**src/rtl/serial_ripple_subtractor_pkg.sv**
```systemverilog
`default_nettype none
// ============================================================================
// Module      : serial_ripple_subtractor_pkg
// Description : Shared state encodings and default operand width for the
//               serial subtractor and its parallel-adder sibling.
// Revision    : 1.0  initial release
// ============================================================================
package serial_ripple_subtractor_pkg;

    localparam int DEFAULT_WIDTH = 4;

    typedef enum logic [1:0] {
        ST_IDLE = 2'd0,
        ST_RUN  = 2'd1,
        ST_DONE = 2'd2
    } state_t;

endpackage : serial_ripple_subtractor_pkg
`default_nettype wire

```
**src/rtl/full_subtractor.sv**
```systemverilog
`default_nettype none
// ============================================================================
// Module      : full_subtractor
// Description : Single-bit combinational full subtractor (a - b - bin), the
//               borrow mirror of the adder's full-adder cell.
// Revision    : 1.0  initial release
// ============================================================================
module full_subtractor (
    input  logic a,
    input  logic b,
    input  logic bin,
    output logic d,
    output logic bout
);

    assign d    = a ^ b ^ bin;
    assign bout = (~a & b) | (~(a ^ b) & bin);

endmodule : full_subtractor
`default_nettype wire

```
**src/rtl/serial_ripple_subtractor.sv**
```systemverilog
`default_nettype none
// ============================================================================
// Module      : serial_ripple_subtractor
// Description : Bit-serial A - B - Bin using one full-subtractor cell and a
//               borrow flop, LSB first, with start/busy/done handshake.
//               Optional signed-overflow output enabled by SERIAL_SUB_OVF_EN.
// Revision    : 1.0  initial release
// ============================================================================
module serial_ripple_subtractor
    import serial_ripple_subtractor_pkg::*;
#(
    parameter int WIDTH = DEFAULT_WIDTH
) (
    input  logic             clk,
    input  logic             rst_n,
    input  logic             start,
    input  logic [WIDTH-1:0] A,
    input  logic [WIDTH-1:0] B,
    input  logic             Bin,
    output logic [WIDTH-1:0] Diff,
    output logic             Bout,
`ifdef SERIAL_SUB_OVF_EN
    output logic             Ovf,
`endif
    output logic             busy,
    output logic             done
);

    localparam int               CNT_W    = $clog2(WIDTH);
    localparam logic [CNT_W-1:0] CNT_LAST = CNT_W'(WIDTH - 1);

    state_t             state_q, state_d;
    logic [WIDTH-1:0]   a_q, a_d;
    logic [WIDTH-1:0]   b_q, b_d;
    logic               br_q, br_d;
    logic [CNT_W-1:0]   cnt_q, cnt_d;
    logic [WIDTH-1:0]   res_q, res_d;
    logic [WIDTH-1:0]   diff_q, diff_d;
    logic               bout_q, bout_d;
`ifdef SERIAL_SUB_OVF_EN
    logic               ovf_q, ovf_d;
`endif

    logic               bit_a;
    logic               bit_b;
    logic               bit_d;
    logic               bit_bo;
    logic [WIDTH-1:0]   res_shifted;

    assign bit_a       = a_q[cnt_q];
    assign bit_b       = b_q[cnt_q];
    assign res_shifted = {bit_d, res_q[WIDTH-1:1]};

    full_subtractor u_full_subtractor (
        .a    (bit_a),
        .b    (bit_b),
        .bin  (br_q),
        .d    (bit_d),
        .bout (bit_bo)
    );

    always_comb begin
        state_d = state_q;
        a_d     = a_q;
        b_d     = b_q;
        br_d    = br_q;
        cnt_d   = cnt_q;
        res_d   = res_q;
        diff_d  = diff_q;
        bout_d  = bout_q;
`ifdef SERIAL_SUB_OVF_EN
        ovf_d   = ovf_q;
`endif
        case (state_q)
            ST_IDLE: begin
                if (start) begin
                    a_d     = A;
                    b_d     = B;
                    br_d    = Bin;
                    cnt_d   = '0;
                    res_d   = '0;
                    state_d = ST_RUN;
                end
            end
            ST_RUN: begin
                res_d = res_shifted;
                br_d  = bit_bo;
                cnt_d = cnt_q + 1'b1;
                // Results are loaded with the final bit so they are already
                // valid during the DONE cycle that carries the done pulse.
                if (cnt_q == CNT_LAST) begin
                    cnt_d   = '0;
                    diff_d  = res_shifted;
                    bout_d  = bit_bo;
`ifdef SERIAL_SUB_OVF_EN
                    ovf_d   = (bit_a ^ bit_b) & (bit_a ^ bit_d);
`endif
                    state_d = ST_DONE;
                end
            end
            ST_DONE: begin
                state_d = ST_IDLE;
            end
            default: begin
                state_d = ST_IDLE;
            end
        endcase
    end

    always_ff @(posedge clk or negedge rst_n) begin
        if (!rst_n) begin
            state_q <= ST_IDLE;
            a_q     <= '0;
            b_q     <= '0;
            br_q    <= 1'b0;
            cnt_q   <= '0;
            res_q   <= '0;
            diff_q  <= '0;
            bout_q  <= 1'b0;
`ifdef SERIAL_SUB_OVF_EN
            ovf_q   <= 1'b0;
`endif
        end else begin
            state_q <= state_d;
            a_q     <= a_d;
            b_q     <= b_d;
            br_q    <= br_d;
            cnt_q   <= cnt_d;
            res_q   <= res_d;
            diff_q  <= diff_d;
            bout_q  <= bout_d;
`ifdef SERIAL_SUB_OVF_EN
            ovf_q   <= ovf_d;
`endif
        end
    end

    assign Diff = diff_q;
    assign Bout = bout_q;
`ifdef SERIAL_SUB_OVF_EN
    assign Ovf  = ovf_q;
`endif
    assign busy = (state_q == ST_RUN);
    assign done = (state_q == ST_DONE);

endmodule : serial_ripple_subtractor
`default_nettype wire
```
**config.mk**
```make
export PLATFORM = sky130hd
export DESIGN_NAME = serial_ripple_subtractor
export DESIGN_NICKNAME = d
export VERILOG_FILES = /design/src/rtl/serial_ripple_subtractor_pkg.sv /design/src/rtl/full_subtractor.sv /design/src/rtl/serial_ripple_subtractor.sv
export SDC_FILE = /design/constraint.sdc
export NUM_CORES = 1
export LEC_CHECK = 0
export ABC_AREA = 1
export CAP_MARGIN = 15
export CORE_MARGIN = 10
export CORE_UTILIZATION = 50
export DETAILED_ROUTE_END_ITERATION = 10
export PLACE_DENSITY = 0.85
export SETUP_SLACK_MARGIN = 0.02
export SYNTH_ARGS = -nofsm -noshare
export SYNTH_HDL_FRONTEND = slang
export SYNTH_SLANG_ARGS = --single-unit
```
**constraint.sdc**
```tcl
create_clock -name clk -period 1.79 [get_ports clk]
set_input_delay 0.179 -clock clk [delete_from_list [all_inputs] [get_ports clk]]
set_output_delay 0.179 -clock clk [all_outputs]
set_load 0.03 [all_outputs]
```
==> run_results.csv <==
group,metric,value,unit
worst_setup_path,cp_slowest_stage_delay,0.68,ns
clock_network,path_clk_slew,0.11,ns
global_route,first_global_vias,834,
clock_network,cts_buffers,3,
floorplanning,pin_count,19,
route,drt-pass1-iter-count,4,
worst_setup_path,worstSetupStartpointType,"flop",
sta,finalSetupViolations,0,
placed_design,port-buffer-count,18,
clock_network,cts_setup_buffers,0,
placed_design,gp_congestion,0.7981,
worst_setup_path,cp_max_fo,3,
sta,rsz0062_at_grt,"no",
outcome,status,"complete, no violations",
job,cap_violations,0,
global_route,antenna_found_initial,0,
floorplanning,dieWidth,64.69,µm
logic_synthesis,synth_warnings,0,
route,wire_per_inst,12.13,µm
worst_setup_path,required,1.61,ns
worst_setup_path,crit_slowest_cell,"clkdlybuf4s50_1",
sta,finClkSkew,0.002704,ns
sta,fmax,0.5809,GHz
global_route,grt_overflow,0,
clock_network,clk_latency,0.30,ns
logic_synthesis,syn_area,998.5,µm²
power,powerDensity,1723,nW/µm²
sta,worstMarginPinSlew,0.3144,ns
layout,nNetsFinal,147,
power,vdd.ir_drop.worst,0.7317,mV
clock_network,cts_tree,"yes",
sta,post-route-period-util,96.17,%
logic_synthesis,ys_types,19,
layout,mostFrequentLayoutCell,"nand2_1",
clock_network,h-tree-depth,1,
layout,antennaDiodeCount,0,
floorplanning,num_rows,16,
route,drt_iter0_drc,15,
global_route,grt_pass1_wl,3429,µm
hold_path,worstHoldPathType,"primary input to async pin",
route,route.antenna.remaining_nets,0,
logic_synthesis,ys_seq_elements,21,
sta,timing.setup.tns,0,ns
route,totalWireLength,1928,µm
logic_synthesis,synth_cells,110,
floorplanning,core,1922,µm²
worst_setup_path,end_kind,"output port",
floorplanning,die-area,4184,µm²
layout,drive_gt1_share,15.15,%
route,via_count,782,
route,drc,0,
worst_setup_path,crit_path_cell_trace,"nor2_1, clkdlybuf4s50_1",
layout,utilization,63.74,%
placed_design,dp_slack,0.2201,ns
power,p_leak,0.6197,nW
floorplanning,initial_core_util,51.95,%
sta,fin_ws,0.06853,ns
clock_network,root_buffer,"clkbuf_4",
global_route,groute.usage.overall,10.09,%
worst_setup_path,crit_type,"flop to output port",
sta,fin_crit,1.721,ns
layout,layout_common_cells,"nand2_1, dfrtp_1, clkdlybuf4s50_1",
sta,hold_viol,0,
clock_network,clock_path_buffers,2,
sta,slew_headroom,78.97,%
layout,area_growth,22.68,%
sta,maxSlewViolCount,0,
logic_synthesis,synth.avg_cell_area,9.077,µm²
clock_network,cts.sinks,21,
logic_synthesis,ys_seq_area_share,52.63,%
floorplanning,die_height,64.69,µm
placed_design,place.detailed.hpwl,1533,µm
global_route,grt_max_degree,22,
logic_synthesis,synth.net_count,124,
route,via_per_inst,4.918,
worst_setup_path,worstPathArrival,1.54,ns
-- registers in the layout, indices dropped and copies added, names as in the netlist --
name	count
Diff	4
state_q	2
br_q	1
a_q	4
b_q	4
res_q	3
Bout	1
cnt_q	2
-- power breakdown --
part	leakage (nW)	internal, mW	switching [mW]
combinational	0.341	0.399	0.633
clock	0.0150	0.0870	0.136
sequential	0.264	0.692	0.164
-- timing repair --
action,in CTS,in global routing
hold buffers,0,0
resized for setup,1,0
setup endpoints to repair,1,0
-- path summary, 6_finish.rpt --
path	start	to	slack, ns	depth (start not counted)
hold reg to reg	Diff[2]$_DFFE_PN0P_	Diff[2]$_DFFE_PN0P_	0.48	2
max in group asynchronous	rst_n	cnt_q[1]$_DFFE_PN0P_	1.37	2
setup / recovery	state_q[0]$_DFFE_PN0P_	done	0.07	2
hold / removal	rst_n	res_q[1]$_DFFE_PN0P_	0.21	2
min in group clk	B[3]	b_q[3]$_DFFE_PN0P_	0.41	3
setup reg to reg	cnt_q[0]$_DFFE_PN0P_	Diff[3]$_DFFE_PN0P_	0.22	8
-- Yosys cell counts, drive strengths merged --
cell | number | share of area [%]
nand2 | 45 | 18
o211ai | 1 | 0.75
ha | 1 | 1.3
buf | 1 | 2.0
o21ai | 10 | 8.0
dfrtp | 21 | 53
fa | 1 | 2.0
nor2 | 2 | 1.5
inv | 16 | 6.3
nand4 | 1 | 0.63
nand3 | 11 | 6.8
-- metal layers --
metal | part of all wire (%) | wire length [µm] | global-route usage (%) | vias up
li1 | - | - | - | 387
met1 | 39 | 752 | 9.828 | 366
met2 | 54 | 1035 | 18.97 | 22
met3 | 5.0 | 96 | 2.921 | 7
met4 | 2.2 | 42 | 4.813 | 0
met5 | 0 | 0 | 0 | -
-- layout make-up --
type	count	area, µm²
Sequential cell	21	525.5
Timing Repair Buffer	19	186.4
Fill cell	167	696.9
Multi-Input combinational cell	72	390.4
Tap cell	27	33.78
Inverter	16	62.56
Clock buffer	4	26.28
-- cells by family after synthesis --
kind of cell               Yosys count  synth area share (%)
buffers and inverters               17                 8.272
and+or+nand+nor                     59                 27.07
AOI/OAI and AO/OA                   11                 8.772
adders and majority gates            2                 3.258
DFF                                 21                 52.63
-- through the flow --
| stage | cells | power [mW] | area, µm² | hold slack [ns] |
|---|---|---|---|---|
| 6_report | 159 | 2.110 | 1225 | 0.2077 |
| 5_1_grt | 159 | 2.295 | 1225 | 0.2126 |
| 4_1_cts | 159 | 2.137 | 1225 | 0.2128 |
| 3_5_place_dp | 155 | 1.918 | 1200 | 0.4573 |
| 3_3_place_gp | 155 | 1.860 | 1200 | 0.4555 |
| 2_1_floorplan | 110 | 1.608 | 998.5 | -0.1166 |
-- critical path, delay by kind of cell, from the launching register on --
family,cells,cell delay (ns)
simple gates,1,0.12
buf+inv,1,0.68
flops,1,0.44
(Power assumes the default switching activity.)
